### src/rtl/jk_sync_counter.sv
// Modulo-N synchronous up/down counter built from JK flip-flop stages.
// Each stage receives J/K excitation derived from the counter's next-state vector.

module jk_sync_counter_jkff (
    input  logic clk_i,
    input  logic rst_n_i,
    input  logic j_i,
    input  logic k_i,
    output logic q_o
);

    logic state_q;

    always_ff @(posedge clk_i or negedge rst_n_i) begin
        if (!rst_n_i) begin
            state_q <= 1'b0;
        end else begin
            unique case ({j_i, k_i})
                2'b00:   state_q <= state_q;
                2'b01:   state_q <= 1'b0;
                2'b10:   state_q <= 1'b1;
                default: state_q <= ~state_q;
            endcase
        end
    end

    assign q_o = state_q;

endmodule

module jk_sync_counter #(
    parameter int WIDTH  = 4,
    parameter int MODULO = 10
) (
    input  logic             clk,
    input  logic             rst,
    input  logic             en,
    input  logic             up,
    input  logic             load,
    input  logic [WIDTH-1:0] din,
    output logic [WIDTH-1:0] q,
    output logic [WIDTH-1:0] qbar,
    output logic             tc,
    output logic             co
);

    if (WIDTH < 2 || WIDTH > 8 || MODULO < 2 || MODULO > (1 << WIDTH)) begin : g_bad_params
        $error("jk_sync_counter: illegal WIDTH/MODULO combination");
    end

    // One extra bit so MODULO == 2**WIDTH is representable for the load clamp.
    localparam logic [WIDTH:0]   MOD_EXT = (WIDTH + 1)'(MODULO);
    localparam logic [WIDTH-1:0] MAX_VAL = WIDTH'(MODULO - 1);

    logic [WIDTH-1:0] count_q;
    logic [WIDTH-1:0] count_d;
    logic [WIDTH-1:0] j_vec;
    logic [WIDTH-1:0] k_vec;
    logic             at_max;
    logic             at_zero;
    logic             co_q;
    logic             co_d;

    for (genvar i = 0; i < WIDTH; i++) begin : g_stage
        jk_sync_counter_jkff u_stage (
            .clk_i   (clk),
            .rst_n_i (rst),
            .j_i     (j_vec[i]),
            .k_i     (k_vec[i]),
            .q_o     (count_q[i])
        );
    end

    assign at_max  = (count_q == MAX_VAL);
    assign at_zero = (count_q == '0);

    always_comb begin
        count_d = count_q;
        if (load) begin
            count_d = ({1'b0, din} < MOD_EXT) ? din : MAX_VAL;
        end else if (en) begin
            if (up) begin
                count_d = at_max ? '0 : count_q + WIDTH'(1);
            end else begin
                count_d = at_zero ? MAX_VAL : count_q - WIDTH'(1);
            end
        end
    end

    // Set only bits that must rise, clear only bits that must fall; others hold.
    assign j_vec = count_d & ~count_q;
    assign k_vec = ~count_d & count_q;

    assign tc   = en & ~load & (up ? at_max : at_zero);
    assign co_d = tc;

    always_ff @(posedge clk or negedge rst) begin
        if (!rst) begin
            co_q <= 1'b0;
        end else begin
            co_q <= co_d;
        end
    end

    assign q    = count_q;
    assign qbar = ~count_q;
    assign co   = co_q;

endmodule

### config.mk
export PLATFORM = sky130hd
export DESIGN_NAME = jk_sync_counter
export DESIGN_NICKNAME = d
export VERILOG_FILES = /design/src/rtl/jk_sync_counter.sv
export SDC_FILE = /design/constraint.sdc
export NUM_CORES = 1
export LEC_CHECK = 0
export CAP_MARGIN = 20
export CORE_MARGIN = 4
export CORE_UTILIZATION = 31
export CTS_CLUSTER_DIAMETER = 40
export CTS_CLUSTER_SIZE = 8
export DETAILED_ROUTE_END_ITERATION = 10
export GPL_TIMING_DRIVEN = 0
export SLEW_MARGIN = 20
export SYNTH_ARGS = -nofsm -noshare
export SYNTH_HDL_FRONTEND = slang
export SYNTH_SLANG_ARGS = --single-unit
### constraint.sdc
create_clock -name clk -period 2.4 [get_ports clk]
set_input_delay 0.6 -clock clk [delete_from_list [all_inputs] [get_ports clk]]
set_output_delay 0.6 -clock clk [all_outputs]
set_load 0.01 [all_outputs]
==> results.py <==
metrics = {
    "timing": {
        "finalHoldViolations": 0,
        "setup_ws_ps": 138,
        "drv_slew": 0,
        "rsz0062_at_grt": "false",
        "fin_crit_sh_pct": 94.3,
        "slew_headroom_pct": 74.9,
        "period_minus_slack_ps": 2260,
        "finalSetupViolations": 0,
        "final.setup_skew_ps": 3.65,
        "max_freq_ghz": 0.442,
        "max_slew.worst_pin.slew_ps": 374,
        "whs_ps": 582,
    },
    "yosys": {
        "synth_area_per_cell_um2": 8.26,
        "syn_area_um2": 619,
        "ys_seq_area_share_pct": 20.2,
        "yosysTopAreaCell": "ha_1",
        "syn_inst": 75,
        "synth_ff_type": "dfrtp_1",
        "syn-num-nets": 95,
        "synthTopCellsByArea": "ha_1 22%, dfrtp_1 20%, a21oi_1 4.8%, nor3_1 4.8%, buf_4 4.8%",
        "yosysWarnings": 0,
        "synth-edff-count": 0,
        "yosysTopAreaCellShare_pct": 22.2,
        "ys_async_sr_fraction_pct": 100,
        "yosysUniqueCellTypes": 27,
        "synth-seq-cells": 5,
    },
    "critical_path": {
        "cp_data_arrival_time_ps": 2370,
        "r2r_slack_ps": 140,
        "crit_chain": "buf_4, or4b_1, o311a_1, o32a_1, o21a_1, ha_1, nor3_1, a21oi_1",
        "cp_slowest_cell": "or4b_1",
        "start_kind": "register",
        "critPathKind": "register to register",
        "reg2reg_to": "g_stage[3].u_stage.q_o",
        "cp_slowest_stage_delay_ps": 510,
        "critPathRequiredTime_ps": 2500,
        "crit_path_end_kind": "register",
        "r2r-start": "g_stage[0].u_stage.q_o",
        "critPathMaxFanout": 7,
        "r2r_cells": 8,
    },
    "placed_design": {
        "dpl.cell_count": 117,
        "place.gp.congestion": 0.831,
        "place.port_buffers": 17,
        "hpwl_um": 1100,
        "pre_cts_slack_ps": -614,
    },
    "finish": {
        "multiInputGateArea_um2": 447,
        "layout-drive-gt1-share_pct": 19.0,
        "fill_cells": 175,
        "stdcell_count": 125,
        "fin_nets": 121,
        "finalCoreUtilization_pct": 49.2,
        "seq_area_um2": 128,
        "diodes": 0,
        "area_growth_pct": 43.0,
    },
    "floorplanning": {
        "die_h_um": 52.7,
        "fp.dieArea_um2": 2780,
        "num_rows": 15,
        "start_util_pct": 34.4,
        "core_um2": 1800,
        "die_x_um": 52.7,
        "ios": 19,
    },
    "cts": {
        "cts_buffers": 3,
        "cts_hold_buf": 0,
        "cts-root-buf": "clkbuf_4",
        "htreeDepth": 1,
        "cts_buffer_depth": 2,
        "clock-sinks": 5,
        "clk_pin_slew_worst_paths_ps": 40,
        "tritoncts": "done",
        "clk_latency_ps": 240,
    },
    "power_and_ir_drop": {
        "peakVddDrop_mv": 0.783,
        "cellPowerDensity_nw_per_um2": 1150,
        "clockPowerShare_pct": 9.3,
        "p_sw_share_pct": 42.8,
        "total_power_mw": 1.02,
        "leakage_nw": 0.387,
        "internal-power_uw": 582,
        "switching_power_uw": 436,
        "seqPwrFrac_pct": 18.2,
        "power_frac_comb_pct": 72.5,
    },
    "min_path": {
        "hp-class": "input pin to asynchronous set/reset pin",
    },
    "drt": {
        "dr.pass1.iters": 4,
        "drc": 0,
        "drtAntennaViolNets": 0,
        "drt-initial-drc-count": 10,
        "wirelength_um": 1420,
        "num_vias": 630,
        "wl_per_cell_um": 11.4,
        "viasPerCell": 5.04,
    },
    "global_route": {
        "grt_usage_pct": 12.0,
        "grt_pass1_wl_um": 2460,
        "gr-total-overflow": 0,
        "antenna_found_initial": 0,
        "grt_start_max_net_pins": 11,
        "grt_pass1_vias": 560,
    },
    "job": {
        "maxCapViolCount": 0,
    },
    "run_status": {
        "status": "complete, no violations",
    },
}
worst max-delay path, delay by kind of cell (launching register included):
kind	cells	cell delay, ps
flip-flops	1	420
AO/OA/AOI/OAI	4	620
buffers and inverters	1	160
AND/OR/NAND/NOR	2	650
adder cells (fa/ha/maj)	1	280
how the worst max path moves through the flow:
stage | from | cells past startpoint | slack [ps] | endpoint
after floorplan | g_stage[0].u_stage.q_o | 6 | 290 | tc
after global placement | up | 6 | -630 | tc
after detailed placement | up | 6 | -610 | tc
after CTS | g_stage[1].u_stage.q_o | 7 | 20 | tc
after global routing | g_stage[0].u_stage.q_o | 8 | 50 | g_stage[3].u_stage.q_o
final | g_stage[0].u_stage.q_o | 8 | 140 | g_stage[3].u_stage.q_o
power groups by stage:
stage                     clock network (mW)  registers [mW]  logic (mW)
after global routing                   0.107           0.193       0.842
after detailed placement                   0           0.195       0.673
after CTS                             0.0992           0.183       0.741
after global placement                     0           0.197       0.664
after floorplan                            0           0.176       0.444
final                                 0.0944           0.185       0.738
flip-flops by register name, summed over array words and instances (netlist names):
register / count
g_stage.u_stage.q_o: 4
co: 1
layout make-up:
type | instances | share of cell area, %
inverter | 6 | 3.11
multi-input combinational | 59 | 50.4
tap | 25 | 3.53
sequential | 5 | 14.4
buffer | 5 | 3.81
clock buffer | 4 | 2.97
timing repair buffer | 21 | 21.8
placed cells by master, fill, tap and decap left out, drive strengths merged, types with 3 or more instances in the layout:
master,n
nor3,6
o21a,4
clkdlybuf4s50,14
a21oi,6
o21ai,6
dfrtp,5
buf,8
inv,6
ha,11
nor2,3
clkbuf,6
timing repair:
| item | in CTS | in global routing |
|---|---|---|
| pin swaps | 0 | 1 |
| buffers inserted | 3 | 1 |
| cloned | 0 | 0 |
| setup endpoints to repair | 2 | 1 |
| gates resized for setup | 12 | 2 |
per-stage QoR:
stage               area (µm²)  TNS [ps]
floorplan                  619         0
global placement           821     -1030
detailed placement         821     -1050
CTS                        881         0
global route               886         0
finish                     886         0
Yosys cell counts, drive strengths merged, types with 3 or more instances:
cell,number
o21ai,6
nor3,6
inv,6
nor2,3
ha,11
buf,4
o21a,4
dfrtp,5
a21oi,6
metal layers:
layer | vias to the layer above | part of all wire, % | track usage, %
li1 | 327 | - | -
met1 | 285 | 50 | 15.4
met2 | 16 | 45 | 19.0
met3 | 2 | 3.6 | 3.42
met4 | 0 | 0.84 | 3.83
met5 | - | 0 | 0
cells by family after synthesis:
logic type	synth area share, %
adders and majority gates	22.2
and+or+nand+nor	18.8
AOI/OAI and AO/OA	28.3
buffers and inverters	9.09
xor gates and xnor gates	1.41
DFF	20.2
Note: power is estimated with default switching activity, not from simulation.
